--- src/rtl/mem_fifo_buf.sv ---
// mem_fifo_buf: single-clock FIFO buffer with occupancy count, full/empty,
// programmable almost-full/almost-empty flags and registered read data.
// Optional sticky overflow/underflow flags are built when the macro
// MEM_FIFO_BUF_ERR_FLAGS_EN is defined; otherwise ovf/udf are tied low.
module mem_fifo_buf #(
   parameter int unsigned DATA_WIDTH = 32,
   parameter int unsigned ADD_WIDTH  = 6,
   parameter int unsigned AFULL_LVL  = 56,
   parameter int unsigned AEMPTY_LVL = 8
) (
   input  logic                  rclk,
   input  logic                  rst,
   input  logic [DATA_WIDTH-1:0] din,
   input  logic                  wen,
   input  logic                  ren,
   input  logic                  err_clr,
   output logic [DATA_WIDTH-1:0] dout,
   output logic                  dout_vld,
   output logic                  full,
   output logic                  empty,
   output logic                  afull,
   output logic                  aempty,
   output logic [ADD_WIDTH:0]    count,
   output logic                  ovf,
   output logic                  udf
);

   localparam int unsigned DEPTH = 2 ** ADD_WIDTH;
   localparam logic [ADD_WIDTH:0] DEPTH_C  = (ADD_WIDTH + 1)'(DEPTH);
   localparam logic [ADD_WIDTH:0] AFULL_C  = (ADD_WIDTH + 1)'(AFULL_LVL);
   localparam logic [ADD_WIDTH:0] AEMPTY_C = (ADD_WIDTH + 1)'(AEMPTY_LVL);

   logic [DATA_WIDTH-1:0] mem [DEPTH];
   logic [ADD_WIDTH:0]    wptr;
   logic [ADD_WIDTH:0]    rptr;
   logic                  wr_acc;
   logic                  rd_acc;

   // Occupancy and flags decode straight from the registered pointers; the
   // extra wrap bit disambiguates full from empty when the addresses match.
   assign count  = wptr - rptr;
   assign full   = (count == DEPTH_C);
   assign empty  = (wptr == rptr);
   assign afull  = (count >= AFULL_C);
   assign aempty = (count <= AEMPTY_C);

   // No bypass: acceptance looks only at the pre-edge flags.
   assign wr_acc = wen && !full;
   assign rd_acc = ren && !empty;

   // Storage array, intentionally not reset.
   always_ff @(posedge rclk) begin
      if (wr_acc) begin
         mem[wptr[ADD_WIDTH-1:0]] <= din;
      end
   end

   // Pointer advance; rollover of the wrap bit is natural.
   always_ff @(posedge rclk or posedge rst) begin
      if (rst) begin
         wptr <= '0;
         rptr <= '0;
      end else begin
         if (wr_acc) begin
            wptr <= wptr + 1'b1;
         end
         if (rd_acc) begin
            rptr <= rptr + 1'b1;
         end
      end
   end

   // Registered read port; dout holds its value between accepted reads.
   always_ff @(posedge rclk or posedge rst) begin
      if (rst) begin
         dout     <= '0;
         dout_vld <= 1'b0;
      end else begin
         dout_vld <= rd_acc;
         if (rd_acc) begin
            dout <= mem[rptr[ADD_WIDTH-1:0]];
         end
      end
   end

`ifdef MEM_FIFO_BUF_ERR_FLAGS_EN
   // Sticky error flags; a set event in the same cycle beats err_clr.
   always_ff @(posedge rclk or posedge rst) begin
      if (rst) begin
         ovf <= 1'b0;
         udf <= 1'b0;
      end else begin
         if (wen && full) begin
            ovf <= 1'b1;
         end else if (err_clr) begin
            ovf <= 1'b0;
         end
         if (ren && empty) begin
            udf <= 1'b1;
         end else if (err_clr) begin
            udf <= 1'b0;
         end
      end
   end
`else
   logic unused_err_clr;

   assign unused_err_clr = err_clr;
   assign ovf            = 1'b0;
   assign udf            = 1'b0;
`endif

endmodule

--- config.mk ---
export PLATFORM = sky130hd
export DESIGN_NAME = mem_fifo_buf
export DESIGN_NICKNAME = d
export VERILOG_FILES = /design/src/rtl/mem_fifo_buf.sv
export SDC_FILE = /design/constraint.sdc
export NUM_CORES = 2
export LEC_CHECK = 0
export BUFFER_PORTS_ARGS = -buffer_cell sky130_fd_sc_hd__buf_4
export CAP_MARGIN = 5
export CORE_MARGIN = 5
export CORE_UTILIZATION = 60
export DETAILED_ROUTE_END_ITERATION = 12
export PLACE_DENSITY_LB_ADDON = 0.3
export SLEW_MARGIN = 20
export SYNTH_ARGS = -nofsm -noshare
export SYNTH_HDL_FRONTEND = slang
export SYNTH_SLANG_ARGS = --single-unit
--- constraint.sdc ---
create_clock -name rclk -period 15.7 [get_ports rclk]
set_clock_uncertainty 0.15 [all_clocks]
set_input_delay 3.14 -clock rclk [delete_from_list [all_inputs] [get_ports rclk]]
set_output_delay 3.14 -clock rclk [all_outputs]
set_load 0.01 [all_outputs]
; Yosys cells after proc, flatten, opt, wreduce, memory -nomap -nowiden
; Memories as Yosys holds them, arrays and structs flattened. A register that Yosys moved wholly into a read port is not among the register bits.
; Cells that the tools add are included.
[totals]
wordCells = 17
memories = 1
ram_bits = 2048
ff_bits = 15
out_inout_bits = 46
input_bits = 37
[mem_list]
columns = name, words, word_bits, read_ports, rd_clocked_by_memory_dff, wr, line_no
row1 = mem, 64, 32, 1, 1, 1, 33  ; logic [DATA_WIDTH-1:0] mem [DEPTH];
[op_classes]
eq_ne = 2
reduce_logical = 4
n_addsub = 3
n_mux = 2
magnitude_cmp = 2
[ops]
columns = operator, count
row1 = adder 7 x 1 -> 7 bit (second input constant), 2
row2 = equality test 7 bit, 1
row3 = equality test 7 bit (second input constant), 1
row4 = >= comparator 7 x 6 -> 1 bit (second input constant), 1
row5 = <= comparator 7 x 4 -> 1 bit (second input constant), 1
row6 = subtractor 7 bit, 1
row7 = logical AND 1 bit, 2
row8 = zero test 1 bit, 2
row9 = two-way mux 1 bit, 2

; Logic depth before layout (Yosys ltp)
[depth]
depth_word = 6
depth_mapped = 16
ltp_nobuf = 10

; Worst setup path after synthesis
; Ideal clock, no wire load.
[synth_path]
path_type = in2reg
start = input port wen
end = memory mem[30][0] (enable)
arrival_time_ns = 6.969
path_slack_ns = 8.079
n_path_buf = 1
stages = 4
required_ns = 15.049
setup_ns = 0.501
cell_sequence = clkbuf_1 -> nor2b_1 -> nand3_1 -> nor4_1
[synth_via]
elab_chain_len = 3
[synth_rtl]
columns = element, line_no
row1 = from (decl), 14  ; input logic wen,
row2 = logical AND 1 bit, 48  ; assign wr_acc = wen && !full;
row3 = two-way mux 1 bit, 53  ; if (wr_acc) begin
row4 = two-way mux 1 bit (implied by the code), 54  ; mem[wptr[ADD_WIDTH-1:0]] <= din;
row5 = to (decl), 33
; No other way between the ends.

; Final worst setup path
[layout_path]
start = register rptr[3]
end = output port aempty
[layout_via]
elab_chain_len = 2
[layout_rtl]
columns = element, line_no
row1 = from (decl), 35  ; logic [ADD_WIDTH:0] rptr;
row2 = from (signal assigned), 68  ; rptr <= rptr + 1'b1;
row3 = subtractor 7 bit, 41  ; assign count = wptr - rptr;
row4 = <= comparator 7 x 4 -> 1 bit, 45  ; assign aempty = (count <= AEMPTY_C);
row5 = to (decl), 22  ; output logic aempty,
; No other way between the ends.

==> flow_summary.json <==
{
  "most-common-layout-cells": "edfxtp_1 (2,048), mux4_2 (419), mux2i_1 (233)",
  "run_status": "complete, no violations",
  "cap_viol_max_count": 0,
  "hold_crit_path_type": "flip-flop to flip-flop",
  "synth_enable_flop_cells": 2048,
  "cts_made_buffers": 192,
  "power_report.internal_total_mw": 10.8,
  "dr_total_vias": 39786,
  "critical_path.max_fanout": 23,
  "ys_warn_count": 0,
  "critical_path_required_ns": 12.41,
  "global_route.usage.met2_pct": 45.5,
  "grt_start_max_net_pins": 115,
  "finalWirelength_microns": 197000,
  "post_cts_buffers": 0,
  "clock_sinks": 2095,
  "cts_tree": "built",
  "min_from": "rptr[6]",
  "groute.layer.met3.usage_pct": 6.43,
  "setup_violations": 0,
  "flop_to_flop_setup_slack_ns": 9.81,
  "placement_rows": 134,
  "vdd_drop_max_v": 0.000195,
  "path_buf_inv": 2,
  "final-max-slew-violation-count": 0,
  "overflow": 0,
  "die-area_sq_um": 142000,
  "viasPerCell": 6.78,
  "whs_path_depth": 1,
  "count_of_input_and_output_buffers": 79,
  "detailed_router_iteration_count_before_antenna_repair": 5,
  "wl_per_cell_microns": 33.7,
  "synthesized_instance_count": 3756,
  "drc_errors": 0,
  "post_route_cells_drive_above_1_share_pct": 24.7,
  "cts_max_path_buffers": 3,
  "cp_top_family": "simple AND/OR/NAND/NOR gates",
  "gp_congestion": 0.814,
  "synth.avg_cell_area_sq_um": 21.5,
  "clkSlewWorstSetupHoldPaths_ns": 0.06,
  "rsz0062_at_grt": "false",
  "detailedRoute.firstIterationViolations": 5152,
  "r2r_start": "rptr[0]",
  "timing_worst_setup_path_type": "flip-flop to primary output",
  "cp.depth": 8,
  "share_clk_of_total_power_pct": 29.3,
  "worstSkewPairLatency_ns": 0.81,
  "grt.total_usage_pct": 28.1,
  "ioPinCount": 83,
  "synth_top_flop_cell": "edfxtp_1",
  "cts_root_buffer": "clkbuf_16",
  "critical_path_arrival_ns": 4.85,
  "worst_path_largest_cell_delay_ns": 0.80,
  "grt-busiest-layer": "met2",
  "postSynth.asyncResetShare_pct": 2.24,
  "holdWs_ns": 0.344,
  "mostFrequentLayoutCell": "edfxtp_1",
  "synth_cell_type_count": 61,
  "maxSlewHeadroom_pct": 15.3,
  "grt_first_pass_wirelength_microns": 282000,
  "synth_sequential_area_ratio_pct": 77.8,
  "power.combinational.fraction_pct": 28.1,
  "power.density_nw_per_um2": 173,
  "mappedNetlistArea_sq_um": 80600,
  "timing.reg2reg.worst_path_depth": 10,
  "dieWidth_microns": 376,
  "placed_cells": 5513,
  "endpoint_class_of_the_critical_path": "primary output",
  "layout.nets": 3985,
  "final-instance-count-excl-fill": 5866,
  "p_sw_share_pct": 30.6,
  "number_of_global_route_vias_before_repair": 39875,
  "total_switching_power_mw": 4.77,
  "area.growth.synth_to_final_pct": 11.4,
  "post_cts.resized_instances": 0,
  "crit_chain": "clkinv_1 > ha_1 > o21a_1 > nor4bb_1 > a211oi_4 > o21bai_1 > nor2_1 > buf_4",
  "power.total_mw": 15.6,
  "finalSetupTns_ns": 0,
  "cts_htree_levels": 4,
  "finalCriticalPeriod_ns": 8.14,
  "worstSetupStartpointType": "flip-flop",
  "crit_slowest_cell": "dfrtp_2",
  "seq_power_share_pct": 42.6,
  "die_y_microns": 376,
  "p_leak_nw": 28.3,
  "grt_use_met1_pct": 38.3,
  "post-dp-hpwl_microns": 103000,
  "timing_hold_violations_final": 0,
  "holdPathEnd": "rptr[6]",
  "core_area_sq_um": 133000,
  "synth-seq-cells": 2095,
  "final_critical_path_share_of_the_clock_period_pct": 51.9,
  "detail-route-antenna-nets": 0,
  "initial_utilization_pct": 60.4,
  "timing.fmax_mhz": 123,
  "cts_hold_repair.buffers": 0,
  "initial_antenna_violation_count": 3,
  "worst_pin_slew_ns": 1.27,
  "r2r-end": "dout[27]"
}
## layer usage
metal	vias up	wire (microns)
met2	2417	97500
met3	378	21700
met1	20881	70900
li1	16106	-
met5	-	34
met4	4	7350
## through the flow
| stage | area, sq um | utilization (%) | setup WS [ns] |
|---|---|---|---|
| finish | 89800 | 67.3 | 7.56 |
| global route | 89800 | 67.3 | 7.20 |
| CTS | 89800 | 67.3 | 7.58 |
| detailed placement | 83600 | 62.7 | 8.50 |
| global placement | 83600 | 62.7 | 8.56 |
| floorplan | 80600 | - | 8.08 |
## synthesized netlist by cell type, drive strengths merged (17+ instances only)
cell type | instances | area (sq um)
nor2 | 113 | 429
nor3 | 38 | 190
o22ai | 51 | 319
mux2i | 233 | 2330
a21oi | 90 | 450
mux2 | 34 | 383
edfxtp | 2048 | 61500
buf | 128 | 902
clkbuf | 80 | 300
o21ai | 41 | 205
o32a | 20 | 200
a2111oi | 17 | 199
dfrtp | 47 | 1180
mux4 | 419 | 9440
a221oi | 22 | 193
a22oi | 91 | 683
nand2 | 92 | 345
nand3 | 54 | 270
## worst register-to-register path, delay by kind of cell, from the launching register on
| kind | cells | cell delay (ns) |
|---|---|---|
| buf+inv | 4 | 3.02 |
| mux | 1 | 0.48 |
| simple gates | 2 | 0.47 |
| compound gates | 3 | 0.77 |
| flops | 1 | 0.89 |
## cell families (layout without fill, tap and decap cells)
logic type	Yosys count	in the layout	synth area share, %
buffers and inverters	223	563	1.56
AND/OR/NAND/NOR	339	339	1.88
adder cells (fa/ha/maj)	9	9	0.149
AO/OA/AOI/OAI	385	385	3.34
flip-flops	2095	2095	77.8
XOR/XNOR	18	18	0.196
other	1	3	0.00465
multiplexers	686	686	15.1
## flip-flops by register name, indices dropped and copies added (netlist names)
| name | cells |
|---|---|
| rptr | 7 |
| mem | 2048 |
| dout_vld | 1 |
| wptr | 7 |
| dout | 32 |
## power groups by stage
stage | registers, mW | clock network, mW | logic [mW]
after floorplan | 6.60 | 0 | 3.04
after global placement | 6.71 | 0 | 4.27
after detailed placement | 6.72 | 0 | 4.32
after CTS | 6.61 | 4.60 | 4.36
after global routing | 6.64 | 4.85 | 4.61
final | 6.62 | 4.56 | 4.37
## worst max-delay path by stage
stage               slack [ns]          to    start
finish                    7.56      aempty  rptr[3]
floorplan                 8.08  mem[30][0]      wen
CTS                       7.58      aempty  rptr[3]
global placement          8.56      aempty  rptr[3]
detailed placement        8.50      aempty  rptr[3]
global route              7.20      aempty  rptr[3]
## cell type report
cell class | count | area [sq um]
Antenna cell | 1 | 2.50
Clock buffer | 265 | 5380
Clock inverter | 87 | 766
Fill cell | 8254 | 43700
Inverter | 15 | 58.8
Multi-Input combinational cell | 1439 | 17200
Sequential cell | 2095 | 62700
Tap cell | 1768 | 2210
Timing Repair Buffer | 196 | 1500
(Power assumes the default switching activity.)
